===== config.mk =====
export PLATFORM = sky130hd
export DESIGN_NAME = bus_sequencer
export DESIGN_NICKNAME = d
export VERILOG_FILES = /design/src/rtl/bus_seq_pkg.sv /design/src/rtl/onehot_dec.sv /design/src/rtl/bus_sequencer.sv
export SDC_FILE = /design/constraint.sdc
export NUM_CORES = 1
export LEC_CHECK = 0
export ABC_AREA = 1
export BUFFER_PORTS_ARGS = -buffer_cell sky130_fd_sc_hd__buf_4
export CAP_MARGIN = 20
export CORE_ASPECT_RATIO = 1.25
export CORE_UTILIZATION = 40
export DETAILED_ROUTE_END_ITERATION = 7
export PLACE_DENSITY = 0.61
export SETUP_SLACK_MARGIN = 0.3
export SLEW_MARGIN = 20
export SYNTH_ARGS = -nofsm -noshare
export SYNTH_HDL_FRONTEND = slang
export SYNTH_HIERARCHICAL = 1
export SYNTH_SLANG_ARGS = --single-unit

===== constraint.sdc =====
create_clock -name CLKb -period 2.1 [get_ports CLKb]
set_clock_uncertainty 0.1 [all_clocks]
set_input_delay 0.105 -clock CLKb [delete_from_list [all_inputs] [get_ports CLKb]]
set_output_delay 0.105 -clock CLKb [all_outputs]
set_load 0.02 [all_outputs]

===== src/rtl/bus_seq_pkg.sv =====
// Shared types and instruction field positions for the bus sequencer.
// Opcode/state enums are shared by the RTL; the bench keeps its own model.
package bus_seq_pkg;

  typedef enum logic [3:0] {
    OP_LOAD = 4'h0,
    OP_MOV  = 4'h1,
    OP_ADD  = 4'h2,
    OP_SUB  = 4'h3,
    OP_NOP  = 4'h4
  } opcode_e;

  typedef enum logic [1:0] {
    S_IDLE = 2'd0,
    S_T1   = 2'd1,
    S_T2   = 2'd2
  } state_e;

  localparam int unsigned OP_LSB = 6;
  localparam int unsigned OP_W   = 4;
  localparam int unsigned RX_LSB = 3;
  localparam int unsigned RY_LSB = 0;

endpackage


===== src/rtl/onehot_dec.sv =====
// Register index to one-hot enable decoder; all zeros when disabled.
module onehot_dec #(
  parameter int unsigned RBITS = 3
) (
  input  logic                    i_en,
  input  logic [RBITS-1:0]        i_idx,
  output logic [(1<<RBITS)-1:0]   o_onehot
);

  always_comb begin
    o_onehot = '0;
    if (i_en) o_onehot[i_idx] = 1'b1;
  end

endmodule


===== src/rtl/bus_sequencer.sv =====
// Instruction sequencer driving register, bus and ALU enables for the 10-bit datapath.
// Outputs are registered: each step's enables are computed one cycle ahead and flopped.
module bus_sequencer
  import bus_seq_pkg::*;
#(
  parameter int unsigned W     = 10,
  parameter int unsigned RBITS = 3,
  localparam int unsigned NREG = 1 << RBITS
) (
  input  logic            CLKb,
  input  logic            RST,
  input  logic            Run,
  input  logic [W-1:0]    Instr,
  output logic [NREG-1:0] Rin,
  output logic [NREG-1:0] Rout0,
  output logic [NREG-1:0] Rout1,
  output logic            ExtOut,
  output logic            Gin,
  output logic            Gout,
  output logic            AddSub,
  output logic            Busy,
  output logic            Done
);

  state_e          r_state, w_state_d;
  logic [W-1:0]    r_instr, w_instr_d;
  logic [W-1:0]    w_src;
  opcode_e         w_op;
  logic [RBITS-1:0] w_rx, w_ry;

  logic             w_rin_en, w_rout0_en, w_rout1_en;
  logic [RBITS-1:0] w_rin_idx, w_rout0_idx, w_rout1_idx;
  logic             w_ext, w_gin, w_gout, w_addsub, w_done;
  logic [NREG-1:0]  w_rin, w_rout0, w_rout1;

  logic [NREG-1:0]  r_rin, r_rout0, r_rout1;
  logic             r_ext, r_gin, r_gout, r_addsub, r_busy, r_done;

  // In IDLE the T1 step is decoded straight from Instr; later steps use the latched copy.
  assign w_src = (r_state == S_IDLE) ? Instr : r_instr;
  assign w_op  = opcode_e'(w_src[OP_LSB +: OP_W]);
  assign w_rx  = w_src[RX_LSB +: RBITS];
  assign w_ry  = w_src[RY_LSB +: RBITS];

  always_comb begin
    w_state_d   = r_state;
    w_instr_d   = r_instr;
    w_rin_en    = 1'b0;
    w_rout0_en  = 1'b0;
    w_rout1_en  = 1'b0;
    w_rin_idx   = w_rx;
    w_rout0_idx = w_rx;
    w_rout1_idx = w_ry;
    w_ext       = 1'b0;
    w_gin       = 1'b0;
    w_gout      = 1'b0;
    w_addsub    = 1'b0;
    w_done      = 1'b0;
    unique case (r_state)
      S_IDLE: begin
        if (Run) begin
          w_state_d = S_T1;
          w_instr_d = Instr;
          case (w_op)
            OP_LOAD: begin
              w_ext    = 1'b1;
              w_rin_en = 1'b1;
              w_done   = 1'b1;
            end
            OP_MOV: begin
              w_rout0_en  = 1'b1;
              w_rout0_idx = w_ry;
              w_rin_en    = 1'b1;
              w_done      = 1'b1;
            end
            OP_ADD, OP_SUB: begin
              w_rout0_en = 1'b1;
              w_rout1_en = 1'b1;
              w_gin      = 1'b1;
              w_addsub   = (w_op == OP_SUB);
            end
            default: w_done = 1'b1;
          endcase
        end
      end
      S_T1: begin
        if (w_op == OP_ADD || w_op == OP_SUB) begin
          w_state_d = S_T2;
          w_gout    = 1'b1;
          w_rin_en  = 1'b1;
          w_done    = 1'b1;
        end else begin
          w_state_d = S_IDLE;
        end
      end
      S_T2:    w_state_d = S_IDLE;
      default: w_state_d = S_IDLE;
    endcase
  end

  onehot_dec #(.RBITS(RBITS)) u_dec_rin (
    .i_en     (w_rin_en),
    .i_idx    (w_rin_idx),
    .o_onehot (w_rin)
  );

  onehot_dec #(.RBITS(RBITS)) u_dec_rout0 (
    .i_en     (w_rout0_en),
    .i_idx    (w_rout0_idx),
    .o_onehot (w_rout0)
  );

  onehot_dec #(.RBITS(RBITS)) u_dec_rout1 (
    .i_en     (w_rout1_en),
    .i_idx    (w_rout1_idx),
    .o_onehot (w_rout1)
  );

  always_ff @(posedge CLKb or posedge RST) begin
    if (RST) begin
      r_state  <= S_IDLE;
      r_instr  <= '0;
      r_rin    <= '0;
      r_rout0  <= '0;
      r_rout1  <= '0;
      r_ext    <= 1'b0;
      r_gin    <= 1'b0;
      r_gout   <= 1'b0;
      r_addsub <= 1'b0;
      r_busy   <= 1'b0;
      r_done   <= 1'b0;
    end else begin
      r_state  <= w_state_d;
      r_instr  <= w_instr_d;
      r_rin    <= w_rin;
      r_rout0  <= w_rout0;
      r_rout1  <= w_rout1;
      r_ext    <= w_ext;
      r_gin    <= w_gin;
      r_gout   <= w_gout;
      r_addsub <= w_addsub;
      r_busy   <= (w_state_d != S_IDLE);
      r_done   <= w_done;
    end
  end

  assign Rin    = r_rin;
  assign Rout0  = r_rout0;
  assign Rout1  = r_rout1;
  assign ExtOut = r_ext;
  assign Gin    = r_gin;
  assign Gout   = r_gout;
  assign AddSub = r_addsub;
  assign Busy   = r_busy;
  assign Done   = r_done;

endmodule


==> Yosys cells after proc, flatten, opt, wreduce, memory -nomap -nowiden <==
Cells that the tools add are included.
{ "totals": {"ff_bits": 42, "inputBits": 13, "elab_cells": 68} }
{ "op_classes": {"n_lt_le_gt_ge": 6, "eq_ne": 4, "n_mux": 36, "reduce_logical": 11} }
{ "ops": {"columns": ["op", "n"], "rows": [
  ["$mux 8", 3],
  ["$mux 1", 21],
  ["$lt 3x4->1 const B", 3],
  ["$mux 10", 1],
  ["$demux 1 s3", 3],
  ["$ge 3x1->1 const B", 3],
  ["$mux 3", 3],
  ["$eq 4x2->1 const B", 2],
  ["$eq 4x1->1 const B", 1],
  ["$logic_not 4->1", 1],
  ["$mux 2", 2],
  ["$pmux 1 s2", 2],
  ["$pmux 2 s2", 1],
  ["$reduce_or 2->1", 2],
  ["$logic_and 1x1->1", 3],
  ["$reduce_or 3->1", 1],
  ["$eq 2x1->1 const B", 1],
  ["$logic_not 2->1", 1],
  ["$reduce_and 2->1", 1],
  ["$reduce_bool 2->1", 1],
  ["$logic_or 1x1->1", 1]
]} }

==> Logic depth before layout (Yosys ltp) <==
{ "logic_depth": {"depth_word": 11, "ltp_mapped": 12, "depth_no_buf": 12} }

==> Modules after synthesis <==
The synthesis kept the hierarchy.
{ "modules_own_cells": {"columns": ["module", "instances", "cells_each", "area_per_inst_um2", "seq_area_each_um2"], "rows": [
  ["bus_sequencer", 1, 139, 1490.2, 1051.0],
  ["onehot_dec", 3, 17, 63.8, 0.0]
]} }

==> Worst setup path before layout <==
OpenSTA, ideal clock, no wires.
{ "synth_timing": {"path_type": "reg-to-reg", "from": "register r_state[0]", "to": "register r_rout0[1] (netlist: Rout0[1])", "setup_ns": 0.072, "arrival_ns": 1.340, "slack_ns": 0.588, "stages_incl_launch_ff": 7, "n_path_buf": 1, "path_cell_list": "dfrtp_1 -> nor2_4 -> nand2_1 -> buf_2 -> a211oi_1 -> nand2_1 -> nor2_1"} }
{ "synth_via": {"elab_cells_between_ends": 18, "classes_between": "2 x order compare; 3 x eq/ne; 10 x mux; 3 x reduce/logical"} }
{ "synth_rtl": {"columns": ["element", "line_no", "text"], "rows": [
  ["start: declaration", "bus_sequencer.sv:25", "state_e r_state, w_state_d;"],
  ["start signal: assignment", "bus_sequencer.sv:133", "r_state <= w_state_d;"],
  ["$logic_not 2->1 (*)", "bus_sequencer.sv:40, bus_sequencer.sv:59", null],
  ["$mux 10", "bus_sequencer.sv:40", "assign w_src = (r_state == S_IDLE) ? Instr : r_instr;"],
  ["$eq 4x2->1 or $eq 4x1->1 (tied branches)", "bus_sequencer.sv:64", "case (w_op)"],
  ["$reduce_or 3->1 (no line)", null, null],
  ["$mux 1", "bus_sequencer.sv:64", null],
  ["$mux 1", "bus_sequencer.sv:61", "if (Run) begin"],
  ["$mux 1 (*)", "bus_sequencer.sv:59", "unique case (r_state)"],
  ["named net w_rout0_en", "bus_sequencer.sv:31", "logic w_rin_en, w_rout0_en, w_rout1_en;"],
  ["$mux 8 (*)", "onehot_dec.sv:12", "if (i_en) o_onehot[i_idx] = 1'b1;"],
  ["named net w_rout0[1]", "bus_sequencer.sv:34", "logic [NREG-1:0] w_rin, w_rout0, w_rout1;"],
  ["end signal: assignment", "bus_sequencer.sv:136", "r_rout0 <= w_rout0;"],
  ["end: declaration", "bus_sequencer.sv:36", "logic [NREG-1:0] r_rin, r_rout0, r_rout1;"]
]} }
The timed path passes the listed nets; every way through them passes the cells marked *.
A chain may end at the register's enable or synchronous reset.

==> Final worst setup path <==
{ "layout_timing": {"from": "register r_state[0]", "to": "register r_rout0[5] (netlist: Rout0[5])"} }
{ "layout_via": {"elab_chain_cells": 11, "elab_cells_between_ends": 18, "classes_between": "2 x order compare; 3 x eq/ne; 10 x mux; 3 x reduce/logical"} }
{ "layout_rtl": {"columns": ["element", "line_no", "text"], "rows": [
  ["$logic_not 2->1 (*)", "bus_sequencer.sv:40, bus_sequencer.sv:59", null],
  ["$mux 10", "bus_sequencer.sv:40", null],
  ["$eq 4x1->1", "bus_sequencer.sv:64", null],
  ["$mux 3", "bus_sequencer.sv:64", null],
  ["$mux 3", "bus_sequencer.sv:61", null],
  ["$mux 3 (*)", "bus_sequencer.sv:59", null],
  ["named net w_rout0_idx[1]", "bus_sequencer.sv:32", "logic [RBITS-1:0] w_rin_idx, w_rout0_idx, w_rout1_idx;"],
  ["$lt 3x4->1 (implied by the code) or $ge 3x1->1 (tied branches)", "onehot_dec.sv:12", null],
  ["$logic_and 1x1->1 (implied by the code)", "onehot_dec.sv:12", null],
  ["$mux 1 (implied by the code)", "onehot_dec.sv:12", null],
  ["$demux 1 s3 (*)", null, null],
  ["$mux 8 (*)", "onehot_dec.sv:12", null],
  ["named net w_rout0[5]", "bus_sequencer.sv:34", null]
]} }
Marks and branches as above.

==> results summary <==
The global-route congestion overflow total is 0. The delay contributed by the slowest stage of the critical path is ~440 ps. For this design the ratio of total power to cell area is between 800 and 900 mW/mm^2. The vias per cell came out at around 4.4. The number of global-route vias before repair came to around 1200. The type of the setup path with the least slack is flop to flop.

The number of buffers between clock root and the deepest sink is 2. The most frequent cell on the critical path is sky130_fd_sc_hd__nand2_1. The width of the chip came out at 60.0 um. Summing all placed instances gives a cell area of ~0.0021 sq mm. Clock-pin slew was measured on the worst setup and hold paths at 80 ps. The post-route total power came out at approximately 1.9 mW. The estimated wirelength of the detail-placed design is 2280 um. The peak clock frequency supported by timing came out at around 0.60 GHz.

STA classifies the critical path endpoint as a flop. The share of the clock period used by the worst path after layout is between 70% and 80%. The initial antenna violation count came out at 0.

The starting utilization of the core area is just over 40%. The floorplan die height is about 74 um. Entering global routing, the biggest net connects 43 pins. The area of the die came out at 0.00447 sq mm. For flop-to-flop paths, the worst setup slack is between 400 and 500 ps. The max-slew violation count came out at 0. The worst-case vdd ir drop is between 0.4 and 0.5 mV. The clock latency on the worst-skew pair came out at 290 ps. The min-delay analysis places its worst path in the category input port to flop. The root buffer selected by CTS is sky130_fd_sc_hd__clkbuf_8. The flow ran to the end, and the final reports show no timing, DRC or antenna violations. For this run, design rule violations remaining after detail routing come to 0. Port buffering added 42 buffers. For this design the static power due to leakage is 1.26 nW. The count of nets left with antenna violations once routing finished came out at 0. TritonCTS built the clock tree. The number of nets handed over by synthesis was 203.

After synthesis, the mean cell area works out to 8.85 sq um. The layout has between 300 and 400 filler cells. The TritonCTS buffer count is 5. The tree built by TritonCTS fans out to 42 sinks. The DRC marker count from the first detailed-route iteration is 40.

The area occupied by multi-input gates is between 500 and 600 sq um. STA classifies the critical path startpoint as a flop. The post-synthesis cell count came out at 190. The transition time at the pin with the least slew margin is approximately 500 ps.

The maximum fanout count along the critical path came out at 5. The first global-routing pass estimated roughly 5300 um of wire. On the critical path, the stage with the largest delay is an instance of sky130_fd_sc_hd__dfrtp_2.

The share of the Yosys chip area taken by registers is a little over three fifths. The worst-case headroom to the max-slew limit came out at roughly 67%. Cells fill a little under three fifths of the core in the end.

The antenna diode instance count is 0. The flip-flop and latch count after synthesis is 42. Yosys printed 6 warnings.

The via count came out at 1330. The critical path goes through inv_2, nand2_4, nand2_1, nand2_4, nor2_4, nand2_2, nand2_1, nand3_1, nand2_1, inv_1, nand2_1, nor2_1. The routed wire length per instance is about 10 um.

In this run the count of I/O pins placed on the die edge is between 40 and 50. The setup TNS after final layout is 0 ps. The worst path arrival time is ~1800 ps.

The count of maximum capacitance violations came out at 0. The signed area change from the synthesized netlist to the final layout is 35.4%. The netlist uses 16 different library cells. The most common library cell in the layout ignoring fill and taps is sky130_fd_sc_hd__nand2_1. The footprint of the flip-flops and latches came out at 0.00105 sq mm.

The library cells used most frequently in the layout, excluding fill and tap cells, are sky130_fd_sc_hd__nand2_1, sky130_fd_sc_hd__buf_4, sky130_fd_sc_hd__dfrtp_1. Setup repair after global routing left no endpoint under its margin. The final weighted congestion in routability-driven placement is approximately 0.80. The first-pass iteration count of the detailed router is 4.

The setup-violating endpoint count in the final report is 0. The post-route cell area is 0.00228 sq mm. The mapped netlist covers 0.00168 sq mm. In the final layout, the share of cells above drive strength 1 is between 30% and 40%. The required time of the critical path came out at around 2200 ps. The final hold violation count came to 0. The total number of placement rows is 26. The final net count is about 260. The floorplan step defined a core boundary enclosing 0.00407 sq mm.

The total global-route track usage came out at 16.5%. The number of H-tree levels is 2. The total routed wirelength came out at approximately 3200 um. The minimum clock period after layout came out at between 1500 and 2000 ps.
synth_stat cells:
| master | number | share of area, % |
|---|---|---|
| sky130_fd_sc_hd__nand2_2 | 3 | 1.1 |
| sky130_fd_sc_hd__a211oi_1 | 1 | 0.45 |
| sky130_fd_sc_hd__o21ai_0 | 12 | 3.6 |
| sky130_fd_sc_hd__o21ai_1 | 1 | 0.30 |
| sky130_fd_sc_hd__nor2_4 | 2 | 1.3 |
| sky130_fd_sc_hd__nand3_2 | 1 | 0.60 |
| sky130_fd_sc_hd__a21oi_1 | 2 | 0.60 |
| sky130_fd_sc_hd__nor3_2 | 1 | 0.60 |
| sky130_fd_sc_hd__dfrtp_1 | 42 | 63 |
| sky130_fd_sc_hd__nor2_2 | 2 | 0.74 |
| sky130_fd_sc_hd__buf_2 | 3 | 0.89 |
| sky130_fd_sc_hd__nand3_1 | 7 | 2.1 |
| sky130_fd_sc_hd__nand2_1 | 58 | 13 |
| sky130_fd_sc_hd__nor2_1 | 26 | 5.8 |
| sky130_fd_sc_hd__inv_1 | 27 | 6.0 |
| sky130_fd_sc_hd__inv_2 | 2 | 0.45 |
cell families after synthesis:
kind of cell | Yosys count | share of synthesized area [%]
buffers and inverters | 32 | 7.37
flip-flops | 42 | 62.5
AND/OR/NAND/NOR | 100 | 25.2
AO/OA/AOI/OAI | 16 | 4.91
metrics by stage:
stage          cells  hold slack, ps  setup slack, ps
6_report         303            6.01              425
3_5_place_dp     287             177              277
4_1_cts          298            3.57              312
5_1_grt          303            5.11              300
3_3_place_gp     287             172              273
2_1_floorplan    190             115              588
worst paths after layout:
kind                                              from                      to  cells past startpoint
worst max-delay path              r_state[0]$_DFF_PP0_      Rout0[5]$_DFF_PP0_                     12
worst min-delay path                          Instr[6]        AddSub$_DFF_PP0_                      3
worst max register to register    r_state[0]$_DFF_PP0_      Rout0[5]$_DFF_PP0_                     12
worst min register to register  r_instr[7]$_DFFE_PP0P_  r_instr[7]$_DFFE_PP0P_                      2
max in group asynchronous                          RST    r_state[0]$_DFF_PP0_                      4
min in group asynchronous                          RST        Rin[4]$_DFF_PP0_                      4
what timing repair did:
item / in CTS / in global routing
setup buffers: 0 / 5
endpoints found under the setup margin: 16 / 24
gates resized for setup: 2 / 9
pin swaps: 0 / 4
hold buffers: 3 / 0
endpoints found under the hold margin: 44 / 0
final cells by class:
type / instances / area share (%)
Multi-Input combinational cell: 116 / 23.7
Inverter: 29 / 4.78
Timing Repair Buffer: 52 / 17.5
Tap cell: 56 / 3.08
Clock buffer: 5 / 3.02
Clock inverter: 3 / 1.76
Sequential cell: 42 / 46.2
sequential cells by signal, indices dropped and copies added (netlist names):
signal,flops
r_state,2
Rout0,8
Gout,1
r_instr,10
Rout1,8
Done,1
AddSub,1
ExtOut,1
Gin,1
Rin,8
Busy,1
metal layers:
layer / vias up / GRT usage [%] / part of all wire, % / wire (um)
met2: 29 / 26.9 / 52 / 1650
met3: 6 / 5.39 / 4.0 / 127
met1: 612 / 20.2 / 42 / 1340
met5: - / 0 / 0 / 0
met4: 0 / 6.20 / 1.7 / 54
li1: 683 / - / - / -
where the power goes:
group	leakage (nW)	switching, mW	internal, mW	total [mW]
logic	0.644	0.232	0.135	0.367
registers	0.562	0.0267	0.865	0.892
clock network	0.0579	0.261	0.350	0.610
critical path: cells and delay by family, from the launching register on:
| kind | cells | cell delay [ps] |
|---|---|---|
| buf+inv | 2 | 150 |
| flops | 1 | 440 |
| simple gates | 10 | 890 |
No activity file was read; power rests on OpenSTA's default activity.
